File: config.mk
export PLATFORM = sky130hd
export DESIGN_NAME = fetch_unit
export DESIGN_NICKNAME = d
export VERILOG_FILES = /design/src/rtl/fetch_unit.sv
export SDC_FILE = /design/constraint.sdc
export NUM_CORES = 1
export LEC_CHECK = 0
export ABC_AREA = 1
export BUFFER_PORTS_ARGS = -buffer_cell sky130_fd_sc_hd__buf_2
export CAP_MARGIN = 20
export CORE_AREA = 4 4 125 175
export DETAILED_ROUTE_END_ITERATION = 16
export DIE_AREA = 0 0 129 179
export GPL_TIMING_DRIVEN = 0
export PLACE_DENSITY = 0.82
export SYNTH_ARGS = -nofsm -noshare
export SYNTH_HDL_FRONTEND = slang
export SYNTH_SLANG_ARGS = --single-unit
export TNS_END_PERCENT = 50
File: constraint.sdc
create_clock -name i_clk -period 2.8 [get_ports i_clk]
set_input_delay 0.14 -clock i_clk [delete_from_list [all_inputs] [get_ports i_clk]]
set_output_delay 0.14 -clock i_clk [all_outputs]
set_load 0.1 [all_outputs]
File: src/rtl/fetch_unit.sv
// rtl/fetch_unit.sv - instruction fetch stage with IF/ID slot and 1-entry skid buffer
//
// Ports:
//   i_clk, i_rst_n               clock, synchronous active-low reset
//   i_curr_PC / o_next_PC        PC register loop; o_next_PC is combinational
//   o_imem_req, o_imem_addr      instruction memory request, address stable until ack
//   i_imem_ack, i_imem_rdata     memory completion and instruction word
//   i_redirect, i_redirect_PC    branch/jump pulse and target
//   o_id_valid, o_id_instr,
//   o_id_PC, o_id_PC_plus4       IF/ID slot contents
//   i_id_ready                   decode accepts the slot this cycle
module fetch_unit #(
  parameter int XLEN    = 32,
  parameter int PC_STEP = 4
) (
  input  logic            i_clk,
  input  logic            i_rst_n,
  input  logic [XLEN-1:0] i_curr_PC,
  output logic [XLEN-1:0] o_next_PC,
  output logic            o_imem_req,
  output logic [XLEN-1:0] o_imem_addr,
  input  logic            i_imem_ack,
  input  logic [XLEN-1:0] i_imem_rdata,
  input  logic            i_redirect,
  input  logic [XLEN-1:0] i_redirect_PC,
  output logic            o_id_valid,
  output logic [XLEN-1:0] o_id_instr,
  output logic [XLEN-1:0] o_id_PC,
  output logic [XLEN-1:0] o_id_PC_plus4,
  input  logic            i_id_ready
);

  localparam logic [1:0] IDLE = 2'd0;
  localparam logic [1:0] WAIT = 2'd1;
  localparam logic [1:0] DROP = 2'd2;

  localparam logic [XLEN-1:0] STEP = XLEN'(PC_STEP);

  logic [1:0]      state;
  logic [XLEN-1:0] addr_q;

  logic            skid_valid;
  logic [XLEN-1:0] skid_instr;
  logic [XLEN-1:0] skid_pc;

  logic issue;
  logic ack;
  logic complete;
  logic consume;

  // Target low bits are forced to zero, so they never reach any logic.
  logic unused_redirect_bits;
  assign unused_redirect_bits = ^i_redirect_PC[1:0];

  always_comb begin
    issue       = i_rst_n && (state == IDLE) && !skid_valid && !i_redirect;
    o_imem_req  = i_rst_n && (issue || (state != IDLE));
    o_imem_addr = (state == IDLE) ? i_curr_PC : addr_q;
    // An ack only means something while a request is on the bus.
    ack         = i_imem_ack && o_imem_req;
    complete    = ack && (state != DROP) && !i_redirect;
    consume     = o_id_valid && i_id_ready;

    if (!i_rst_n) begin
      o_next_PC = '0;
    end else if (i_redirect) begin
      o_next_PC = {i_redirect_PC[XLEN-1:2], 2'b00};
    end else if (issue) begin
      o_next_PC = i_curr_PC + STEP;
    end else begin
      o_next_PC = i_curr_PC;
    end
  end

  always_ff @(posedge i_clk) begin
    if (!i_rst_n) begin
      state         <= IDLE;
      addr_q        <= '0;
      o_id_valid    <= 1'b0;
      o_id_instr    <= '0;
      o_id_PC       <= '0;
      o_id_PC_plus4 <= '0;
      skid_valid    <= 1'b0;
      skid_instr    <= '0;
      skid_pc       <= '0;
    end else begin
      case (state)
        IDLE: begin
          if (issue) begin
            addr_q <= i_curr_PC;
            if (!i_imem_ack) state <= WAIT;
          end
        end
        WAIT: begin
          if (i_imem_ack)      state <= IDLE;
          else if (i_redirect) state <= DROP;
        end
        DROP: begin
          if (i_imem_ack) state <= IDLE;
        end
        default: state <= IDLE;
      endcase

      if (i_redirect) begin
        o_id_valid <= 1'b0;
        skid_valid <= 1'b0;
      end else if (complete) begin
        if (!o_id_valid || (consume && !skid_valid)) begin
          o_id_valid    <= 1'b1;
          o_id_instr    <= i_imem_rdata;
          o_id_PC       <= o_imem_addr;
          o_id_PC_plus4 <= o_imem_addr + STEP;
        end else if (consume) begin
          // Skid advances to the slot and the new word takes the skid,
          // keeping program order.
          o_id_instr    <= skid_instr;
          o_id_PC       <= skid_pc;
          o_id_PC_plus4 <= skid_pc + STEP;
          skid_instr    <= i_imem_rdata;
          skid_pc       <= o_imem_addr;
        end else begin
          skid_valid <= 1'b1;
          skid_instr <= i_imem_rdata;
          skid_pc    <= o_imem_addr;
        end
      end else if (consume) begin
        if (skid_valid) begin
          o_id_instr    <= skid_instr;
          o_id_PC       <= skid_pc;
          o_id_PC_plus4 <= skid_pc + STEP;
          skid_valid    <= 1'b0;
        end else begin
          o_id_valid <= 1'b0;
        end
      end
    end
  end

endmodule
==> impl_metrics.ini, run 1 <==
[critical_path]
cp-startpoint = o_id_valid$_SDFFE_PP0P_
critPathKind = flop to flop
worstPathArrival_ps = 3060
r2r_start = o_id_valid$_SDFFE_PP0P_
worstPathMaxFanout = 10
critPathCaptureType = flop
crit_path_start_kind = flop
regToRegSetupSlack_ps = 60
worstPathRequired_ps = 3120

[clocking]
clockRootBuffer = clkbuf_16
clk_latency_ps = 460
cts_tree = done
htree_levels = 4
cts.path.max_buffers = 2
cts.sinks = 194
clk_pin_slew_worst_paths_ps = 80
cts_made_buffers = 17

[yosys]
synth_edf_count = 0
yosysMostFrequentCell = nand2_1
ys_async_sr_fraction_pct = 0
synth_top_cell_by_area = dfxtp_1
syn_avg_cell_area_um2 = 6.51
synth-seq-cells = 194
yosysUniqueCellTypes = 43
synth.area.top_cells = dfxtp_1, nand2_1, o21ai_0
netlist_area_um2 = 10900
ys.flop_type = dfxtp_1
ys_seq_area_share_pct = 35.8
yosys-top-cells-count = nand2_1, o21ai_0, dfxtp_1
syn-instance-count = 1668
yosysWarnings = 0
synthesis.nets = 1772
synth.top_cell.area_share_pct = 35.8

[sta]
timing.fmax_mhz = 365
period_share_pct = 97.9
relSlewSlack_pct = 44.2
slew_violations = 0
finalSetupViolCount = 0
final_hold_viol_count = 0
worst_slew_pin_slew_ps = 837
rsz0062_at_grt = yes
layout_min_cycle_time_ps = 2740
fin_skew_ps = 12.7

[placed_design]
place_hpwl_mm = 35.7
placed_cell_area_um2 = 12500
portBuffers = 256
gp_congestion = 0.966

[cells_and_area]
area_growth_pct = 25.0
drive_gt1_share_pct = 20.5
diodes = 0
fin_nets = 2085
fin_area_um2 = 13600

[die]
rows = 62
die_area_um2 = 23100
core_area_um2 = 20300
ioPinCount = 263
initial_utilization_pct = 53.4
fp.dieW_um = 129
die_y_um = 179

[job]
max_cap_viol_count = 0

[hold_path]
min_from = i_curr_PC[0]
min_path_type = input port to flop

[detailed_routing]
wl_mm = 46.0
drtIter0Drc = 1126
drc = 0
first_pass_iters = 6
vias = 13200
ant_nets = 0
post_drt_wl_per_cell_um = 20.5
vias_per_cell = 5.86

[global_routing]
antenna_found_initial = 1
grt_pass1_vias = 12800
grt_max_degree = 18
use_met3_pct = 6.71
grt_pass1_wl_mm = 69.1
busiest_layer = met2
grtUsageMet2_pct = 68.5
grt_util_all_layers_pct = 39.0
gr-total-overflow = 0
use_met1_pct = 42.6

[pwr]
p_total_w = 0.00692
pwr_density_cell_nw_per_um2 = 510
p_leak_nw = 5.89
ir_worst_vdd_mv = 0.467

[outcome]
status = completed
==> worst paths after layout <==
check | endpoint | cells after the start
setup / recovery | o_id_PC[17]$_SDFFE_PN0P_ | 7
hold / removal | addr_q[0]$_SDFFE_PN0P_ | 3
setup reg to reg | o_id_PC[17]$_SDFFE_PN0P_ | 7
hold reg to reg | o_id_PC_plus4[2]$_SDFFE_PN0P_ | 2
==> cell families after synthesis <==
| kind of cell | Yosys count | synth area share [%] |
|---|---|---|
| AND/OR/NAND/NOR | 756 | 30.0 |
| buffers and inverters | 225 | 8.59 |
| adder cells (fa/ha/maj) | 3 | 0.346 |
| XOR/XNOR | 24 | 1.94 |
| flip-flops | 194 | 35.8 |
| AO/OA/AOI/OAI | 466 | 23.3 |
==> final cells by class <==
| class | count | area (um2) |
|---|---|---|
| Clock buffer | 20 | 457 |
| Sequential cell | 194 | 3890 |
| Timing Repair Buffer | 294 | 1720 |
| Buffer | 104 | 480 |
| Multi-Input combinational cell | 1249 | 6100 |
| Fill cell | 1872 | 6760 |
| Inverter | 121 | 454 |
| Tap cell | 256 | 320 |
| Clock inverter | 12 | 144 |
==> flip-flops by register name, summed over array words and instances (netlist names) <==
name / cells
state: 2
o_id_valid: 1
skid_pc: 32
skid_instr: 32
addr_q: 32
o_id_instr: 32
o_id_PC_plus4: 30
o_id_PC: 32
skid_valid: 1
==> metal layers <==
| metal | share of wire (%) | vias up | wire (um) |
|---|---|---|---|
| li1 | - | 6213 | - |
| met1 | 34 | 6022 | 15900 |
| met5 | 0.024 | - | 11 |
| met4 | 6.9 | 2 | 3170 |
| met2 | 50 | 781 | 23000 |
| met3 | 8.6 | 175 | 3960 |
==> timing repair <==
item                                   4_1_cts  5_1_grt
resized for setup                           24       11
endpoints found under the hold margin       69        0
gates cloned                                 0        0
pin swaps                                    1        1
setup endpoints to repair                   20       23
setup buffers                                1        0
hold buffers                                37        0
==> worst max-delay path, cell delays in order (launching register included) <==
cell and delay (ps):
dfxtp_1 410, nand2_1 140, o21ai_2 290, nand3_1 430
buf_2 370, clkbuf_1 310, a211oi_1 570, nor2_1 90
==> placed cells by master, fill, tap and decap left out, types with 3 or more instances in the layout <==
| master | synthesis | layout |
|---|---|---|
| a21oi_1 | 113 | 111 |
| buf_1 | 5 | 4 |
| nand2_1 | 384 | 384 |
| nand3_2 | 3 | 3 |
| a211oi_1 | 14 | 14 |
| o21ai_2 | 3 | 3 |
| inv_6 | 0 | 5 |
| clkbuf_16 | 0 | 17 |
| o221ai_1 | 4 | 4 |
| dfxtp_1 | 194 | 192 |
| nand3_1 | 65 | 64 |
| a31oi_2 | 0 | 6 |
| clkbuf_1 | 62 | 62 |
| nor3_1 | 28 | 28 |
| buf_2 | 25 | 263 |
| nand2_2 | 29 | 29 |
| o211ai_1 | 11 | 11 |
| ha_1 | 3 | 3 |
| xnor2_1 | 4 | 4 |
| nor2_2 | 10 | 12 |
| buf_4 | 9 | 23 |
| or2_2 | 4 | 4 |
| o21ai_1 | 4 | 6 |
| o21ai_0 | 249 | 247 |
| buf_6 | 3 | 5 |
| nor2_4 | 8 | 8 |
| nand4_1 | 24 | 24 |
| inv_2 | 5 | 6 |
| nor2_1 | 191 | 189 |
| a31oi_1 | 62 | 56 |
| xor2_1 | 20 | 20 |
| clkbuf_4 | 0 | 3 |
| inv_1 | 116 | 115 |
| dlygate4sd3_1 | 0 | 37 |
==> stage by stage <==
step	setup slack, ps	setup TNS [ps]	hold slack (ps)	util [%]	std cells
after global routing	-36.1	-56.7	2.39	66.7	2250
final	59.5	0	3.86	66.7	2250
after CTS	47.1	0	0.278	66.6	2250
after global placement	102	0	379	61.5	2180
after detailed placement	104	0	383	61.5	2180
after floorplan	-74.4	-541	275	-	1668
==> report_power, final <==
group | total [W] | internal, W | switching (W) | leakage [nW]
Sequential | 0.00284 | 0.00281 | 0.0000309 | 1.57
Clock | 0.00256 | 0.00139 | 0.00117 | 0.290
Combinational | 0.00152 | 0.000308 | 0.00121 | 4.03
Total | 0.00692 | 0.00451 | 0.00241 | 5.89
Note: power is estimated with default switching activity, not from simulation.
==> run 2: changes to the inputs <==
- CTS_BUF_LIST: not set -> sky130_fd_sc_hd__clkbuf_16
- TNS_END_PERCENT: 50 -> 1
==> run 2 against run 1 <==
Compared with the run above: total power is 1.4% lower; final cell count stayed put; largest cell class unchanged; wire length is 2.9% lower; highest routed layer is now met4; largest power group unchanged; critical path depth is 1 higher.
==> impl_metrics.ini, run 2 (synthesis results as in run 1) <==
[placed_design]
pre_cts_slack_ps = 79.2
gp_congestion = 1.02
portBuffers = 256
place_hpwl_mm = 34.5

[critical_path]
rr_endpoint = o_id_PC[18]$_SDFFE_PN0P_
crit_path_start_kind = flop
critPathKind = flop to flop
critPathCaptureType = flop
cpMaxStageDelayCell = a211oi_1
worstPathMaxFanout = 10
crit_chain = nor2_4, nand3_4, nand2_2, nand3_1, buf_2, clkbuf_1, a211oi_1, nor2_1
worstPathArrival_ps = 2990
worstPathRequired_ps = 3130
critPathMaxStageDelay_ps = 540
reg2reg_depth = 8
regToRegSetupSlack_ps = 140
r2r_start = state[1]$_SDFFE_PN0P_

[sta]
fin_skew_ps = 9.70
timing.fmax_mhz = 376
relSlewSlack_pct = 42.2
rsz0062_at_grt = no
tns_ps = 0
setup_slack_ps = 143
finalSetupViolCount = 0
layout_min_cycle_time_ps = 2660
slew_violations = 0
worst_slew_pin_slew_ps = 867
period_share_pct = 94.9
final_hold_viol_count = 0

[global_routing]
grt_util_all_layers_pct = 37.6
antenna_found_initial = 0
grt_pass1_wl_mm = 67.0
grt_pass1_vias = 12300
grt_max_degree = 18
gr-total-overflow = 0

[cells_and_area]
most-common-layout-cells = nand2_1, buf_2, o21ai_0
drive_gt1_share_pct = 20.2
fill_cells = 1884
postLayoutCoreUtil_pct = 66.5
fin_nets = 2085
area_growth_pct = 24.6
diodes = 0
final_common_cell = nand2_1

[detailed_routing]
vias_per_cell = 5.77
drc = 0
drtIter0Drc = 1044
vias = 13000
ant_nets = 0
first_pass_iters = 5
post_drt_wl_per_cell_um = 19.9
wl_mm = 44.7

[clocking]
htree_levels = 4
clk_pin_slew_worst_paths_ps = 80
cts.sinks = 194
cts_made_buffers = 17
cts_tree = done
cts.path.max_buffers = 2
clk_latency_ps = 460
clockRootBuffer = clkbuf_16

[die]
initial_utilization_pct = 53.4
ioPinCount = 263
fp.dieW_um = 129
die_area_um2 = 23100
die_y_um = 179
core_area_um2 = 20300
rows = 62

[pwr]
pwr_density_cell_nw_per_um2 = 504
ir_worst_vdd_mv = 0.461
p_leak_nw = 5.89

[hold_path]
min_from = i_curr_PC[13]
whs_path_depth = 3
min_to = addr_q[13]$_SDFFE_PN0P_
min_path_type = input port to flop

[job]
max_cap_viol_count = 0

[outcome]
status = completed
run 2: cell types whose count changed in the layout (fill, tap and decap cells not counted), sizes merged:
cell / previous run / this run
inv: 127 / 126
clkinvlp: 2 / 1
clkbuf: 85 / 89
clkinv: 2 / 7
buf: 296 / 289
run 2: per-stage QoR:
| step | instance area [um2] | std cells | hold WS (ps) | total power (W) |
|---|---|---|---|---|
| floorplan | 10900 | 1668 | 275 | 0.00396 |
| global placement | 12500 | 2180 | 377 | 0.00432 |
| detailed placement | 12500 | 2180 | 386 | 0.00433 |
| CTS | 13500 | 2250 | 0.908 | 0.00679 |
| global route | 13500 | 2250 | 26.9 | 0.00701 |
| finish | 13500 | 2250 | 12.7 | 0.00682 |
run 2: critical path: cells and delay by family, from the launching register on:
| family | cells | cell delay [ps] |
|---|---|---|
| AOI/OAI and AO/OA | 1 | 540 |
| buffers and inverters | 2 | 670 |
| DFF | 1 | 390 |
| and+or+nand+nor | 5 | 940 |
run 2: report_power, final:
part | switching (W) | total (W) | internal (W) | leakage [nW]
combinational | 0.00120 | 0.00150 | 0.000304 | 4.03
clock | 0.00115 | 0.00247 | 0.00132 | 0.290
sequential | 0.0000301 | 0.00284 | 0.00281 | 1.57
total | 0.00238 | 0.00682 | 0.00444 | 5.89
run 2: worst max-delay path by stage:
stage	start	to	slack, ps	depth (start not counted)
4_1_cts	state[1]$_SDFFE_PN0P_	o_next_PC[10]	-2	9
3_5_place_dp	state[0]$_SDFFE_PN0P_	o_id_PC_plus4[18]$_SDFFE_PN0P_	80	13
5_1_grt	state[1]$_SDFFE_PN0P_	o_id_PC_plus4[16]$_SDFFE_PN0P_	30	12
6_report	state[1]$_SDFFE_PN0P_	o_id_PC[18]$_SDFFE_PN0P_	140	8
3_3_place_gp	state[0]$_SDFFE_PN0P_	o_id_PC_plus4[18]$_SDFFE_PN0P_	110	13
2_1_floorplan	state[1]$_SDFFE_PN0P_	o_next_PC[18]	-240	9
run 2: layout make-up:
type	instances	area (um2)	area share, %
Buffer	104	480	3.55
Clock buffer	17	425	3.15
Clock inverter	15	159	1.18
Inverter	121	454	3.36
Multi-Input combinational cell	1249	6080	45.0
Sequential cell	194	3890	28.7
Tap cell	256	320	2.37
Timing Repair Buffer	294	1710	12.7
run 2: metal layers:
metal / wire (um) / track usage, % / up-vias
li1: - / - / 6206
met1: 16300 / 41.9 / 5913
met2: 22300 / 66.7 / 727
met3: 3510 / 5.57 / 134
met4: 2620 / 22.8 / 0
met5: 0 / 0 / -
run 2: what timing repair did:
item | CTS | global route
endpoints found under the setup margin | 18 | 25
hold buffers | 37 | 0
endpoints found under the hold margin | 69 | 0
pin swaps | 1 | 1
cloned | 0 | 0
buffers inserted | 1 | 0
gates resized for setup | 13 | 22
==> run 3: changes to the inputs <==
- RECOVER_POWER: not set -> 50
==> run 3 against run 2 <==
Compared with the run above: clock power hardly changed; worst hold slack better by 1.6 ps; clock skew hardly changed; maximum frequency is 3.1% lower; count of clock-buffer cells in the layout stayed put; first-iteration DRC count is 1.8% higher; wire length is 0.27% higher; via count is 0.43% lower; sequential cell count stayed put; register-to-register slack hardly changed; sequential power hardly changed; largest power group unchanged.
==> impl_metrics.ini, run 3 (synthesis results as in run 1) <==
[global_routing]
gr-total-overflow = 0
antenna_found_initial = 0
grt_pass1_vias = 12300
grt_pass1_wl_mm = 67.0
grt_util_all_layers_pct = 37.6
grt_max_degree = 18

[sta]
period_share_pct = 97.9
relSlewSlack_pct = 16.6
finalSetupViolCount = 0
rsz0062_at_grt = no
hold_slack_ps = 14.4
layout_min_cycle_time_ps = 2740
fin_skew_ps = 9.66
tns_ps = 0
final_hold_viol_count = 0
slew_violations = 0
timing.fmax_mhz = 365
worst_slew_pin_slew_ps = 1260

[cells_and_area]
most-common-layout-cells = nand2_1, o21ai_0, dfxtp_1
area_growth_pct = 23.3
final_common_cell = nand2_1
fin_nets = 2085
diodes = 0
fin_area_um2 = 13400
drive_gt1_share_pct = 14.8
finalNonFillerCells = 2250

[hold_path]
min_to = addr_q[13]$_SDFFE_PN0P_
min_from = i_curr_PC[13]
whs_path_depth = 3
min_path_type = input port to flop

[die]
fp.dieW_um = 129
core_area_um2 = 20300
die_area_um2 = 23100
rows = 62
initial_utilization_pct = 53.4
die_y_um = 179
ioPinCount = 263

[pwr]
ir_worst_vdd_mv = 0.464
p_total_w = 0.00682
p_leak_nw = 5.44
pwr_density_cell_nw_per_um2 = 510

[critical_path]
crit_chain = clkbuf_1, clkbuf_1, clkbuf_1, o21ai_0, a21oi_1, buf_2
crit_path_frequent_cell = clkbuf_1
cp.depth = 6
regToRegSetupSlack_ps = 130
cp-startpoint = i_rst_n
critPathKind = input port to primary output
worstPathArrival_ps = 2600
r2r_start = state[1]$_SDFFE_PN0P_
reg2reg_depth = 8
path_buf_inv = 4
rr_endpoint = o_id_PC[18]$_SDFFE_PN0P_
worstPathMaxFanout = 10
worstPathRequired_ps = 2660
crit_path_start_kind = input port
cpMaxStageDelayCell = clkbuf_1
critPathCaptureType = primary output
critPathMaxStageDelay_ps = 680
crit_family = buffers and inverters

[detailed_routing]
post_drt_wl_per_cell_um = 19.9
vias = 12900
drtIter0Drc = 1063
wl_mm = 44.8
drc = 0
first_pass_iters = 6
vias_per_cell = 5.74
ant_nets = 0

[clocking]
clk_latency_ps = 460
cts_tree = done
clockRootBuffer = clkbuf_16
htree_levels = 4
clk_pin_slew_worst_paths_ps = 80
cts.path.max_buffers = 2
cts_made_buffers = 17
cts.sinks = 194

[placed_design]
dp_cells = 2180
place_hpwl_mm = 34.5
gp_congestion = 1.02
placed_cell_area_um2 = 12500
portBuffers = 256

[outcome]
status = completed

[job]
max_cap_viol_count = 0
[run 3: changes by cell type in the layout (fill, tap and decap cells not counted)]
| cell | delta |
|---|---|
| buf_1 | -2 |
| buf_2 | -109 |
| buf_4 | -1 |
| clkbuf_1 | +107 |
| clkbuf_2 | +5 |
| nand2_1 | +2 |
| nand2_2 | -2 |
[run 3: what timing repair did]
action,CTS,global route
resized for setup,13,22
endpoints found under the hold margin,69,0
setup endpoints to repair,18,25
pin swaps,1,1
hold buffers,37,0
buffers inserted,1,0
[run 3: worst max path at each step]
| stage | end | slack (ps) |
|---|---|---|
| 5_1_grt | o_imem_addr[0] | 30 |
| 6_report | o_next_PC[4] | 60 |
| 3_3_place_gp | o_id_PC_plus4[18]$_SDFFE_PN0P_ | 110 |
| 3_5_place_dp | o_id_PC_plus4[18]$_SDFFE_PN0P_ | 80 |
| 4_1_cts | o_next_PC[10] | -2 |
| 2_1_floorplan | o_next_PC[18] | -240 |
[run 3: routing by layer]
metal,track usage [%],vias up,wire [um]
met1,41.9,5830,16200
met3,5.57,143,3570
met2,66.7,742,22300
met5,0,-,0
li1,-,6209,-
met4,22.8,0,2710
[run 3: power breakdown]
group	switching, W	internal [W]	leakage, nW
Combinational	0.00120	0.000295	3.58
Clock	0.00116	0.00132	0.290
Sequential	0.0000306	0.00281	1.57
[run 3: area by class of cell]
class,instances,area (um2)
clock buffers,17,425
fillers,1968,6940
flip-flops and latches,194,3890
well taps,256,320
multi-input cells,1249,6080
inverters,121,454
clock inverters,15,159
repair buffers,294,1590
plain buffers,104,475
[run 3: worst min-delay path, cell delays in order]
cell and delay (ps):
buf_2 140, inv_1 80, a21oi_1 60
[run 3: per-stage QoR]
stage                     util [%]  worst slack, ps
after CTS                     66.2            -1.79
final                         65.8             59.2
after floorplan                  -             -241
after detailed placement      61.3             79.2
after global routing          65.8             29.2
after global placement        61.3              113
